**src/rtl/emitter_uart.sv**
```systemverilog
// Transmit-only 8N1 UART serializer. Each bit lasts DIV = clk_freq_hz / baud_rate clocks.
// Define EMITTER_UART_FIFO_EN to put a FIFO_DEPTH-entry byte FIFO in front of the serializer.
module emitter_uart #(
   parameter int unsigned clk_freq_hz = 50000000,
   parameter int unsigned baud_rate   = 115200,
   parameter int unsigned FIFO_DEPTH  = 4
) (
   input  logic       i_clk,
   input  logic       i_rst_n,
   input  logic [7:0] i_data,
   input  logic       i_valid,
   output logic       o_ready,
   output logic       o_uart_tx
);

   localparam int unsigned DIV = clk_freq_hz / baud_rate;
   localparam int unsigned CW  = (DIV > 2) ? $clog2(DIV) : 1;
   localparam logic [CW-1:0] CNT_MAX = CW'(DIV - 1);

   if (DIV < 2) begin : g_bad_div
      $error("emitter_uart: clk_freq_hz / baud_rate must be at least 2");
   end
   if (FIFO_DEPTH < 2 || FIFO_DEPTH > 16 || (FIFO_DEPTH & (FIFO_DEPTH - 1)) != 0) begin : g_bad_depth
      $error("emitter_uart: FIFO_DEPTH must be a power of two in 2..16");
   end

   typedef enum logic [1:0] {IDLE, START, DATA, STOP} state_t;

   state_t        state;
   logic [7:0]    shift;
   logic [CW-1:0] cnt;
   logic [2:0]    bit_idx;
   logic          idle_r;
   logic          start_req;
   logic [7:0]    start_data;
   logic          bit_end;

   assign bit_end = (cnt == CNT_MAX);

`ifdef EMITTER_UART_FIFO_EN
   localparam int unsigned AW = $clog2(FIFO_DEPTH);
   localparam logic [AW:0] FULL_CNT = (AW + 1)'(FIFO_DEPTH);

   logic [7:0]    mem [FIFO_DEPTH];
   logic [AW-1:0] wr_ptr;
   logic [AW-1:0] rd_ptr;
   logic [AW:0]   count;
   logic          push;
   logic          pop;

   // A full FIFO refuses the push even when the serializer pops on the same edge.
   assign o_ready    = (count != FULL_CNT);
   assign push       = i_valid & o_ready;
   assign pop        = idle_r & (count != '0);
   assign start_req  = pop;
   assign start_data = mem[rd_ptr];

   always_ff @(posedge i_clk or negedge i_rst_n) begin
      if (!i_rst_n) begin
         wr_ptr <= '0;
         rd_ptr <= '0;
         count  <= '0;
      end else begin
         if (push) wr_ptr <= wr_ptr + AW'(1);
         if (pop)  rd_ptr <= rd_ptr + AW'(1);
         case ({push, pop})
            2'b10:   count <= count + (AW + 1)'(1);
            2'b01:   count <= count - (AW + 1)'(1);
            default: count <= count;
         endcase
      end
   end

   always_ff @(posedge i_clk) begin
      if (push) mem[wr_ptr] <= i_data;
   end
`else
   assign o_ready    = idle_r;
   assign start_req  = i_valid & idle_r;
   assign start_data = i_data;
`endif

   // shift[0] always holds the next data bit; the frame owns its copy once started.
   always_ff @(posedge i_clk or negedge i_rst_n) begin
      if (!i_rst_n) begin
         state     <= IDLE;
         shift     <= '0;
         cnt       <= '0;
         bit_idx   <= '0;
         idle_r    <= 1'b1;
         o_uart_tx <= 1'b1;
      end else begin
         case (state)
            IDLE: begin
               if (start_req) begin
                  shift     <= start_data;
                  o_uart_tx <= 1'b0;
                  idle_r    <= 1'b0;
                  cnt       <= '0;
                  state     <= START;
               end
            end
            START: begin
               if (bit_end) begin
                  cnt       <= '0;
                  o_uart_tx <= shift[0];
                  shift     <= shift >> 1;
                  bit_idx   <= '0;
                  state     <= DATA;
               end else begin
                  cnt <= cnt + CW'(1);
               end
            end
            DATA: begin
               if (bit_end) begin
                  cnt <= '0;
                  if (bit_idx == 3'd7) begin
                     o_uart_tx <= 1'b1;
                     state     <= STOP;
                  end else begin
                     o_uart_tx <= shift[0];
                     shift     <= shift >> 1;
                     bit_idx   <= bit_idx + 3'd1;
                  end
               end else begin
                  cnt <= cnt + CW'(1);
               end
            end
            STOP: begin
               if (bit_end) begin
                  cnt    <= '0;
                  idle_r <= 1'b1;
                  state  <= IDLE;
               end else begin
                  cnt <= cnt + CW'(1);
               end
            end
            default: state <= IDLE;
         endcase
      end
   end

endmodule

```
**config.mk**
```make
export PLATFORM = sky130hd
export DESIGN_NAME = emitter_uart
export DESIGN_NICKNAME = d
export VERILOG_FILES = /design/src/rtl/emitter_uart.sv
export SDC_FILE = /design/constraint.sdc
export NUM_CORES = 1
export LEC_CHECK = 0
export ABC_AREA = 1
export BUFFER_PORTS_ARGS = -buffer_cell sky130_fd_sc_hd__buf_2
export CORE_MARGIN = 3
export CORE_UTILIZATION = 52
export DETAILED_ROUTE_END_ITERATION = 10
export HOLD_SLACK_MARGIN = 0.12
export PLACE_DENSITY = 0.74
export SLEW_MARGIN = 25
export SYNTH_ARGS = -nofsm -noshare
export SYNTH_HDL_FRONTEND = slang
export SYNTH_SLANG_ARGS = --single-unit
```
**constraint.sdc**
```tcl
create_clock -name i_clk -period 1.5 [get_ports i_clk]
set_input_delay 0.075 -clock i_clk [delete_from_list [all_inputs] [get_ports i_clk]]
set_output_delay 0.075 -clock i_clk [all_outputs]
set_load 0.005 [all_outputs]
```
==> results by group <==
Routing
  – Initial DRC count: 60
  – DR pass1 iterations: 4
  – Residual DRC: 0
  – WL per Instance: 13.6 µm
  – Via count: 1192
  – Antenna violation net count after detailed routing: 0
  – Vias/cell: 5.27
  – Routed WL: 3080 µm

Clock network
  – Clock sinks: 24
  – CTS tree: built
  – Clk pin slew, worst setup/hold paths: 0.14 ns
  – H-Tree Depth: 1
  – Total CTS buffers: 3
  – Root Driver: clkbuf_4
  – Max clock buf depth: 2
  – Clk_lat worst skew: 0.32 ns

Worst hold path
  – Hold Crit Class: in -> async

Final layout
  – Layout cells sized above 1: 39.3%
  – # nets final: 217
  – Non-Filler Instances: 226
  – Area Overhead vs Synth: 32.9%
  – ANT cells: 0

Placed design
  – Port Buffers: 12
  – Placed Cells: 208
  – Setup WS pre-CTS: -0.0750 ns
  – Dpl hpwl: 2020 µm
  – Gp weighted congestion: 0.865

Floorplanning
  – Top Ports: 13
  – Core area: 2500 µm²
  – Std cell rows: 18
  – Initial core utilization: 55.7%
  – Vert. Die Dim: 57.7 µm
  – Chip width: 57.7 µm
  – Die area: 3330 µm²

Setup path
  – CP cell instances: inv_2 -> ha_1 -> or2_4 -> nand2_8 -> nand3_4 -> nand2_2 -> o21ai_2
  – Critical path class: reg -> reg
  – Max incr delay on CP: 0.44 ns
  – CP required: 1.73 ns
  – Reg-to-Reg Start: state[1]
  – Reg2Reg Setup Slack: 0.008 ns
  – Worst Setup EP: shift[2]
  – Critical Path AT: 1.72 ns
  – Worst Setup End Kind: register
  – Crit-path max FO: 8
  – Reg2reg end: shift[2]
  – R2r worst-path depth: 7
  – CP startpoint: state[1]
  – CP max stage cell: dfrtp_1
  – CP startpoint kind: register

STA
  – Worst Slack Setup Final: 0.00844 ns
  – Final period utilization: 99.4%
  – Final hold violations: 0
  – RSZ-0062 raised after global routing: true
  – Slew Viols, Final: 0
  – Fin Hold WS: 0.243 ns
  – Setup Viol. Count Final: 0
  – Tmin final: 1.49 ns
  – Relative slew slack: 64.3%
  – Actual slew at the worst max-slew pin: 0.535 ns
  – Fmax: 0.670 GHz
  – Worst-case clock skew: 0.00319 ns

Global route
  – Largest net degree at the start of global routing: 25
  – Vias in the first global route: 1178
  – Initial antenna violation count: 0
  – Grt total ovfl: 0
  – First-pass GRT wire length: 4950 µm
  – Total global-route track usage: 19.4%

Power
  – Power Dens Cells: 571 nW/µm²
  – Pwr Total: 1.06 mW
  – Internal power: 0.824 mW
  – Sw power: 0.232 mW
  – Switching part of the total: 22.0%
  – Seq pwr share: 61.3%
  – VDD IR-drop max: 0.000561 V
  – Clock power frac: 33.8%
  – Combinational cell fraction of total power: 4.9%
  – Leak Pwr: 0.899 nW

Logic synthesis
  – Mapped Avg Cell Area: 8.81 µm²
  – Register bit total from synthesis: 24
  – Mapped cell area: 1390 µm²
  – Synthesized Nets: 178
  – Mapped Cells: 158
  – Post-synth cell types: 25
  – Share of the yosys chip area belonging to registers: 43.3%
  – Synth warn: 0

Run
  – MaxCap Viol Count: 0

Run status
  – Status: completed
[worst min-delay path by stage]
stage,startpoint,cells after the start,slack (ns),to
detailed placement,i_rst_n,1,0.09,cnt[4]
CTS,i_rst_n,2,0.26,cnt[5]
global route,i_rst_n,2,0.27,cnt[5]
floorplan,i_rst_n,0,-0.22,bit_idx[0]
finish,i_rst_n,2,0.24,cnt[6]
global placement,i_rst_n,1,0.09,cnt[4]
[placed cells by master, fill, tap and decap left out, types with 5 or more instances in the layout]
cell,instances
nand2_2,13
dlygate4sd3_1,9
inv_2,5
o21ai_2,8
mux2i_1,7
o21ai_0,8
buf_2,12
nand2_1,31
inv_1,14
nand3_1,7
buf_4,12
dfrtp_1,22
[through the flow]
stage	TNS (ns)	cell area, µm²	utilization, %
floorplan	0	1390	-
global placement	0	1560	62.5
detailed placement	-0.466	1560	62.5
finish	0	1850	74.0
global route	-0.322	1850	74.0
CTS	-0.00689	1740	69.6
[final cells by class]
type | count | area, µm²
flip-flops and latches | 24 | 603
clock buffers | 4 | 36.3
well taps | 30 | 37.5
repair buffers | 35 | 280
inverters | 19 | 71.3
multi-input cells | 114 | 821
fillers | 189 | 651
[repair_timing]
action | in CTS | in global routing
hold endpoints to repair | 32 | 0
pin swaps | 1 | 11
hold buffers | 9 | 0
resized for setup | 4 | 30
cloned | 1 | 0
setup endpoints to repair | 11 | 22
buffers inserted | 2 | 2
[metal layers]
metal	wire, µm	part of all wire [%]	GRT usage (%)
met3	89	2.9	3.34
met2	1600	52	33.5
met4	65	2.1	9.60
met5	0	0	0
met1	1330	43	23.3
[flip-flops by register name, indices dropped and copies added, names as in the netlist]
register and count:
o_uart_tx 1, o_ready 1, shift 8, bit_idx 3, cnt 9, state 2
[logic make-up after synthesis]
kind of cell | share of synthesized area (%)
buffers and inverters | 6.29
and+or+nand+nor | 24.0
xor gates and xnor gates | 1.26
DFF | 43.3
adders and majority gates | 8.09
AOI/OAI and AO/OA | 12.0
muxes | 5.04
[cells in the mapped netlist, drive strengths merged]
library cell / number / share of area, %
buf: 2 / 1.2
o21ai: 20 / 9.4
o211ai: 1 / 0.54
mux2i: 7 / 5.0
nand2: 46 / 14
dfrtp: 22 / 40
xor2: 1 / 0.63
o22ai: 3 / 1.3
inv: 19 / 5.1
nand4: 2 / 0.90
nor2: 9 / 3.7
nand3: 10 / 4.5
a21oi: 2 / 0.72
xnor2: 1 / 0.63
ha: 9 / 8.1
or2: 2 / 0.90
dfstp: 2 / 3.8
[power groups by stage]
stage	Sequential [mW]	Combinational, mW	Clock [mW]
6_report	0.647	0.0517	0.356
5_1_grt	0.648	0.0575	0.384
4_1_cts	0.647	0.0517	0.364
3_5_place_dp	0.659	0.0339	0
3_3_place_gp	0.659	0.0334	0
2_1_floorplan	0.659	0.00791	0
[worst max-delay path, delay by kind of cell, from the launching register on]
| kind | cells | cell delay, ns |
|---|---|---|
| AO/OA/AOI/OAI | 1 | 0.05 |
| adder cells (fa/ha/maj) | 1 | 0.18 |
| buffers and inverters | 1 | 0.07 |
| flip-flops | 1 | 0.44 |
| AND/OR/NAND/NOR | 4 | 0.65 |
(Power assumes the default switching activity.)
